[config.mk]
export PLATFORM = sky130hd
export DESIGN_NAME = lock_reset_sequencer
export DESIGN_NICKNAME = d
export VERILOG_FILES = /design/src/rtl/lock_reset_sequencer.sv
export SDC_FILE = /design/constraint.sdc
export NUM_CORES = 1
export LEC_CHECK = 0
export ABC_CLOCK_PERIOD_IN_PS = 1630
export CORE_MARGIN = 4
export CORE_UTILIZATION = 40
export CTS_CLUSTER_SIZE = 10
export DETAILED_ROUTE_END_ITERATION = 7
export PLACE_DENSITY = 0.64
export SYNTH_ARGS = -nofsm -noshare
export SYNTH_HDL_FRONTEND = slang
export SYNTH_SLANG_ARGS = --single-unit
[constraint.sdc]
create_clock -name pcie_clk_125MHz -period 1.63 [get_ports pcie_clk_125MHz]
set_input_delay 0.163 -clock pcie_clk_125MHz [delete_from_list [all_inputs] [get_ports pcie_clk_125MHz]]
set_output_delay 0.163 -clock pcie_clk_125MHz [all_outputs]
set_load 0.05 [all_outputs]
[src/rtl/lock_reset_sequencer.sv]
// lock_reset_sequencer
//   Qualifies the PCIe MMCM lock and the DDR ready/lock, then releases the
//   downstream reset. Both locks must be high for HOLD_CYCLES consecutive
//   cycles before release. Losing either lock, or a soft_rst pulse, goes back
//   to WAIT_LOCK and qualification starts again.
//
// Parameters
//   HOLD_CYCLES : number of consecutive stable cycles required (2..65535)
//   HB_WIDTH    : heartbeat counter width (>= 2); its two MSBs drive LEDs
//
// Optional feature
//   LOCK_LOSS_COUNTER_EN : when defined, lock_loss_cnt is a saturating count
//                          of RELEASED -> WAIT_LOCK drops caused by a lost
//                          lock. When undefined it is tied to 8'h00.
//
// Ports
//   pcie_clk_125MHz  in   single clock, rising edge
//   sys_rst_n        in   asynchronous active-low reset
//   pcie_mmcm_locked in   PCIe MMCM lock (asynchronous)
//   ddr_mmcm_locked  in   DDR ready/lock (asynchronous)
//   soft_rst         in   synchronous re-sequence request, active high
//   mmcms_locked     out  qualified combined lock (registered)
//   logic_rst        out  active-high downstream reset = ~mmcms_locked
//   status_leds[7:0] out  {hb[msb:msb-1], stable, locked, ddr, pcie, rst_up, 1}
//   lock_loss_cnt    out  saturating lock-loss count (or 0)
module lock_reset_sequencer #(
    parameter int HOLD_CYCLES = 1024,
    parameter int HB_WIDTH    = 28
) (
    input  logic       pcie_clk_125MHz,
    input  logic       sys_rst_n,
    input  logic       pcie_mmcm_locked,
    input  logic       ddr_mmcm_locked,
    input  logic       soft_rst,
    output logic       mmcms_locked,
    output logic       logic_rst,
    output logic [7:0] status_leds,
    output logic [7:0] lock_loss_cnt
);

    typedef enum logic [1:0] {
        WAIT_LOCK = 2'd0,
        STABLE    = 2'd1,
        RELEASED  = 2'd2
    } state_t;

    localparam logic [15:0] HOLD_LAST = 16'(HOLD_CYCLES - 1);

    state_t              state, state_nxt;
    logic [1:0]          pcie_meta, ddr_meta;
    logic                pcie_sync, ddr_sync, both_sync;
    logic [15:0]         hold_cnt, hold_nxt;
    logic                locked_nxt;
    logic                rst_up;
    logic [HB_WIDTH-1:0] hb;

    // Two-flop synchronisers; stage [1] is the usable copy.
    always_ff @(posedge pcie_clk_125MHz or negedge sys_rst_n) begin
        if (!sys_rst_n) begin
            pcie_meta <= 2'b00;
            ddr_meta  <= 2'b00;
        end else begin
            pcie_meta <= {pcie_meta[0], pcie_mmcm_locked};
            ddr_meta  <= {ddr_meta[0], ddr_mmcm_locked};
        end
    end

    assign pcie_sync = pcie_meta[1];
    assign ddr_sync  = ddr_meta[1];
    assign both_sync = pcie_sync & ddr_sync;

    // State register
    always_ff @(posedge pcie_clk_125MHz or negedge sys_rst_n) begin
        if (!sys_rst_n) state <= WAIT_LOCK;
        else            state <= state_nxt;
    end

    // Next-state logic; soft_rst overrides every other transition.
    always_comb begin
        state_nxt = state;
        if (soft_rst) begin
            state_nxt = WAIT_LOCK;
        end else begin
            case (state)
                WAIT_LOCK: if (both_sync) state_nxt = STABLE;
                STABLE: begin
                    if (!both_sync)                 state_nxt = WAIT_LOCK;
                    else if (hold_cnt == HOLD_LAST) state_nxt = RELEASED;
                end
                RELEASED:  if (!both_sync) state_nxt = WAIT_LOCK;
                default:   state_nxt = WAIT_LOCK;
            endcase
        end
    end

    // Output / datapath decode. The hold counter only advances while staying
    // in STABLE and is zero on every entry, so it tops out at HOLD_LAST and
    // cannot wrap.
    always_comb begin
        hold_nxt   = 16'd0;
        locked_nxt = (state_nxt == RELEASED);
        if (state == STABLE && state_nxt == STABLE) hold_nxt = hold_cnt + 16'd1;
    end

    always_ff @(posedge pcie_clk_125MHz or negedge sys_rst_n) begin
        if (!sys_rst_n) begin
            hold_cnt     <= 16'd0;
            mmcms_locked <= 1'b0;
            rst_up       <= 1'b0;
            hb           <= '0;
        end else begin
            hold_cnt     <= hold_nxt;
            mmcms_locked <= locked_nxt;
            rst_up       <= 1'b1;
            hb           <= hb + HB_WIDTH'(1);
        end
    end

    assign logic_rst   = ~mmcms_locked;
    assign status_leds = {hb[HB_WIDTH-1 -: 2], (state == STABLE), mmcms_locked,
                          ddr_sync, pcie_sync, rst_up, 1'b1};

`ifdef LOCK_LOSS_COUNTER_EN
    // A drop from RELEASED counts only when caused by a lock, not soft_rst.
    logic       loss_evt;
    logic [7:0] loss_cnt;

    assign loss_evt = (state == RELEASED) && !both_sync && !soft_rst;

    always_ff @(posedge pcie_clk_125MHz or negedge sys_rst_n) begin
        if (!sys_rst_n)                       loss_cnt <= 8'h00;
        else if (loss_evt && loss_cnt != 8'hFF) loss_cnt <= loss_cnt + 8'h01;
    end

    assign lock_loss_cnt = loss_cnt;
`else
    assign lock_loss_cnt = 8'h00;
`endif

endmodule

# Word-level counts from Yosys, hierarchy flattened
# Cells that the tools add are included.
# Widths: inputs -> output; s select.
[word_totals]
reg_bits = 52
input_bits = 5
out_inout_bits = 18
[classes]
mux = 7
addsub = 2
bitwise = 2
reduce_logical = 2
eq_ne = 5
[ops]
columns = ["cell", "n"]
rows = [
  ["$add 28x1->28 const B", 1],
  ["$add 16x1->16 const B", 1],
  ["$eq 16x10->1 const B", 1],
  ["$mux 16", 1],
  ["$mux 2", 5],
  ["$pmux 2 s3", 1],
  ["$eq 2x1->1 const B", 2],
  ["$eq 2x2->1 const B", 2],
  ["$logic_not 2->1", 1],
  ["$and 1x1->1", 1],
  ["$logic_and 1x1->1", 1],
  ["$not 1->1", 1],
]

# Logic depth before layout (Yosys ltp)
# Gate-level depths: netlist (run 1).
[logic_depth]
word_depth = 8
ltp_mapped = 7
depth_no_buf = 5

# Worst setup path before layout (run 1)
# No wires, ideal clock.
[synth_path]
kind = "register -> register"
start = "register hold_cnt[12]"
end = "register hold_cnt[5]"
n_path_buf = 2
synth_period_minus_slack_ns = 1.701
arrival_time_ns = 1.582
setup_time_ns = 0.119
path_slack_ns = -0.071
path_stages_with_launch = 7
path_cell_list = "dfrtp_1 or4_4 nor4_4 or2_1 buf_4 buf_6 nor2_1"
[synth_between]
elab_chain_len = 8
[synth_rtl]
columns = ["item", "line", "source"]
rows = [
  ["start, declared", "52", "logic [15:0] hold_cnt, hold_nxt;"],
  ["start signal, assigned", "112", "hold_cnt <= hold_nxt;"],
  ["$eq 16x10->1", "88", "else if (hold_cnt == HOLD_LAST) state_nxt = RELEASED;"],
  ["$mux 2", "88", ""],
  ["$mux 2", "87", "if (!both_sync) state_nxt = WAIT_LOCK;"],
  ["$pmux 2 s3", "84", "case (state)"],
  ["$mux 2", "81", "if (soft_rst) begin"],
  ["$eq 2x1->1", "102", "if (state == STABLE && state_nxt == STABLE) hold_nxt = hold_cnt + 16'd1;"],
  ["$logic_and 1x1->1", "102", ""],
  ["$mux 16", "102", ""],
  ["via hold_nxt[5]", "52", ""],
]
# The timed path passes the listed nets, and every way through them passes these cells.

# Worst setup path after layout (run 1)
[layout_path]
start = "register hold_cnt[15]"
end = "register hold_cnt[7]"
# The elaborated chain is that of the path after synthesis.

==> results by group, run 1 <==
Critical path
  – Worst Path Arrival: 1.83 ns
  – Worst-path fanout max: 8
  – Reg2Reg Launch Point: hold_cnt[15]$_DFF_PN0_
  – Worst R2R End: hold_cnt[7]$_DFF_PN0_
  – CP startpoint kind: register
  – Data required, critical path: 1.80 ns
  – R2R setup slack: -0.02 ns
  – R2R depth: 5
  – Setup CP Type: reg2reg
  – Worst setup startpoint: hold_cnt[15]$_DFF_PN0_
  – CP Capture Type: register

Clocking
  – Inserted Clock Buffers: 5
  – Clk sinks: 52
  – Clock Tree Root: clkbuf_8
  – CTS tree: built
  – Clk_lat worst skew: 0.30 ns
  – Clock transition at the registers of the reported paths: 0.09 ns
  – H-Tree Level Count: 2
  – CTS max path bufs: 2

Timing
  – Final setup violation count: 12
  – Pins over their slew limit: 0
  – Peak Freq: 604.5 MHz
  – Hold slack final: 0.3089 ns
  – Final Skew: 0.01606 ns
  – Final worst setup slack: -0.02431 ns
  – Setup repair after global routing missed its margin: yes
  – Crit share post-route: 1.015
  – Setup_tns: -0.1692 ns
  – Min Tclk post-route: 1.654 ns
  – Number of failing hold endpoints at the final stage: 0

Power
  – Leak: 1.373 nW
  – VDD IR max: 435.8 uV
  – Pwr Total: 2.105 mW
  – Pwr per Cell Area: 711.3 mW/mm2

GRT
  – Initial antenna violation count: 0
  – Largest net degree at the start of global routing: 24
  – GRT Resource Usage Total: 0.1234
  – First-pass GRT wire length: 7307 um
  – Total grt overflow: 0
  – Vias in the first global route: 1664

Synthesis
  – Post-synth EDFFs: 0
  – Synth Register Bits: 52
  – Unique masters post-synth: 35
  – Leading register cell type out of synthesis: dfrtp_1
  – Share of the synthesized area in the top cell type: 0.5361
  – Netlist Area Pre-Place: 0.002427 mm2
  – Synth warnings: 0
  – Sequential area share after synthesis: 0.5361
  – Synth top area cells: dfrtp_1 (54%), xor2_1 (8.3%), xnor2_1 (5.1%), buf_4 (4.9%), nor2_1 (3.7%)
  – Fraction of registers with async set/reset: 1.000
  – Cells after Synth: 222
  – Post-Syn Area per Cell: 10.93 um2
  – Area leader, netlist: dfrtp_1

Finish
  – Post-route cell area: 0.002959 mm2
  – Final core occ: 0.4998
  – Area grow syn2layout: 21.91%
  – Antenna cells: 0
  – Finished Layout Cells: 343
  – Area of the multi-input gates: 0.001052 mm2
  – Share of cells above drive strength 1: 0.2985
  – Final nets: 275
  – Register area: 0.001303 mm2
  – Filler Cell Count: 553

Floorplanning
  – Initial Utilization: 0.4100
  – Core Area: 0.005921 mm2
  – Die height: 85.90 um
  – I/O pin cnt: 23
  – Die ar.: 0.007379 mm2
  – Die width: 85.90 um
  – Row cnt: 28

Routing
  – Drt wl/cell: 12.28 um
  – DR iter-0 viols: 70
  – Post-DRT Antenna Nets: 0
  – DRC violations left: 0
  – First-pass iteration count of the detailed router: 4
  – Via-to-Cell Ratio: 4.790
  – WL final: 4212 um
  – Vias: 1643

Run status
  – Status: complete, but fails checks
  – Violated checks: setup timing

Min path
  – Min-delay src: pcie_mmcm_locked
  – Worst hold-check path type: in2reg
  – Hold Crit Endpoint: pcie_meta[0]$_DFF_PN0_
  – Cell depth of the worst hold path: 1

Placed design
  – Post-place instance area: 0.002769 mm2
  – I/O Buffers: 13
  – DP HPWL: 2934 um
  – Worst slack, placed: -0.1722 ns
  – Gpl congestion: 0.7961
  – Dpl cells: 332

Flow run
  – Max-cap violations: 0
==> registers in the layout, indices dropped and copies added (netlist names) <==
register	count
hb	28
state	2
hold_cnt	16
rst_up	1
pcie_meta	2
ddr_meta	2
mmcms_locked	1
==> critical path, cell delays in order (launching register included) <==
cell and delay [ns]:
dfrtp_1 0.39, or4bb_4 0.55, nor4_4 0.24, or2_4 0.18
buf_8 0.13, nor2_2 0.04
==> report_power, final <==
| part | internal (mW) | switching [mW] | total [mW] |
|---|---|---|---|
| clock | 0.293 | 0.392 | 0.685 |
| combinational | 0.0250 | 0.0955 | 0.120 |
| sequential | 1.30 | 0.00348 | 1.30 |
| total | 1.61 | 0.491 | 2.10 |
==> layout make-up <==
type / instances / share of cell area
Timing Repair Buffer: 50 / 0.1374
Multi-Input combinational cell: 152 / 0.3556
Clock buffer: 6 / 0.02452
Inverter: 7 / 0.008879
Tap cell: 75 / 0.03171
Sequential cell: 52 / 0.4402
Clock inverter: 1 / 0.001691
==> per-layer routing <==
| metal | wire [um] | track usage | vias to the layer above |
|---|---|---|---|
| met5 | 0 | 0 | - |
| met4 | 55 | 0.03741 | 0 |
| met3 | 163 | 0.02978 | 6 |
| met2 | 2019 | 0.1955 | 24 |
| met1 | 1973 | 0.1674 | 801 |
| li1 | - | - | 812 |
==> what timing repair did <==
item,4_1_cts,5_1_grt
endpoints found under the setup margin,20,29
cloned,0,1
resized for setup,8,14
pin swaps,5,4
hold buffers,1,0
hold endpoints to repair,20,0
buffers inserted,1,1
==> cell families (layout without fill, tap and decap cells) <==
kind of cell | count (synthesis) | in the layout | share of synthesized area
and+or+nand+nor | 94 | 95 | 0.2247
other | 2 | 10 | 0.003094
adders and majority gates | 2 | 2 | 0.01031
xor gates and xnor gates | 37 | 37 | 0.1335
AOI/OAI and AO/OA | 8 | 8 | 0.01856
DFF | 52 | 52 | 0.5361
buffers and inverters | 27 | 64 | 0.07371
==> worst max path at each step <==
stage,to,slack [ns],depth (start not counted)
floorplan,hold_cnt[5]$_DFF_PN0_,-0.04,6
global placement,hold_cnt[15]$_DFF_PN0_,-0.15,6
detailed placement,hold_cnt[15]$_DFF_PN0_,-0.17,6
CTS,hold_cnt[3]$_DFF_PN0_,-0.06,5
global route,hold_cnt[15]$_DFF_PN0_,-0.10,5
finish,hold_cnt[7]$_DFF_PN0_,-0.02,5
==> Yosys cell counts, types with 2 or more instances <==
cell type,count
a21oi_1,4
and3_1,4
and4_1,4
buf_2,2
buf_4,16
buf_6,2
conb_1,2
dfrtp_1,52
ha_1,2
inv_1,7
nand2_1,12
nand3_1,15
nand4_1,7
nor2_1,24
nor2b_1,2
nor3_1,6
nor3_2,4
o21ai_0,2
or3_1,3
or4_4,2
xnor2_1,14
xor2_1,23
==> layout by cell type (no fill, tap or decap), types with 5 or more instances in the layout <==
cell type / instances
nand4_1: 7
nor2_1: 17
clkbuf_8: 5
nor3_2: 7
dfrtp_1: 51
xor2_1: 23
nand3_1: 15
inv_1: 7
conb_1: 10
nor2_2: 7
buf_4: 42
xnor2_1: 14
nand2_1: 12
No activity file was read; power rests on OpenSTA's default activity.
==> run 2, diff against run 1 <==
CTS_CLUSTER_DIAMETER = 200   (was unset)
==> results of run 2 <==
The final DEF is identical to that of run 1; final timing and power are the same.
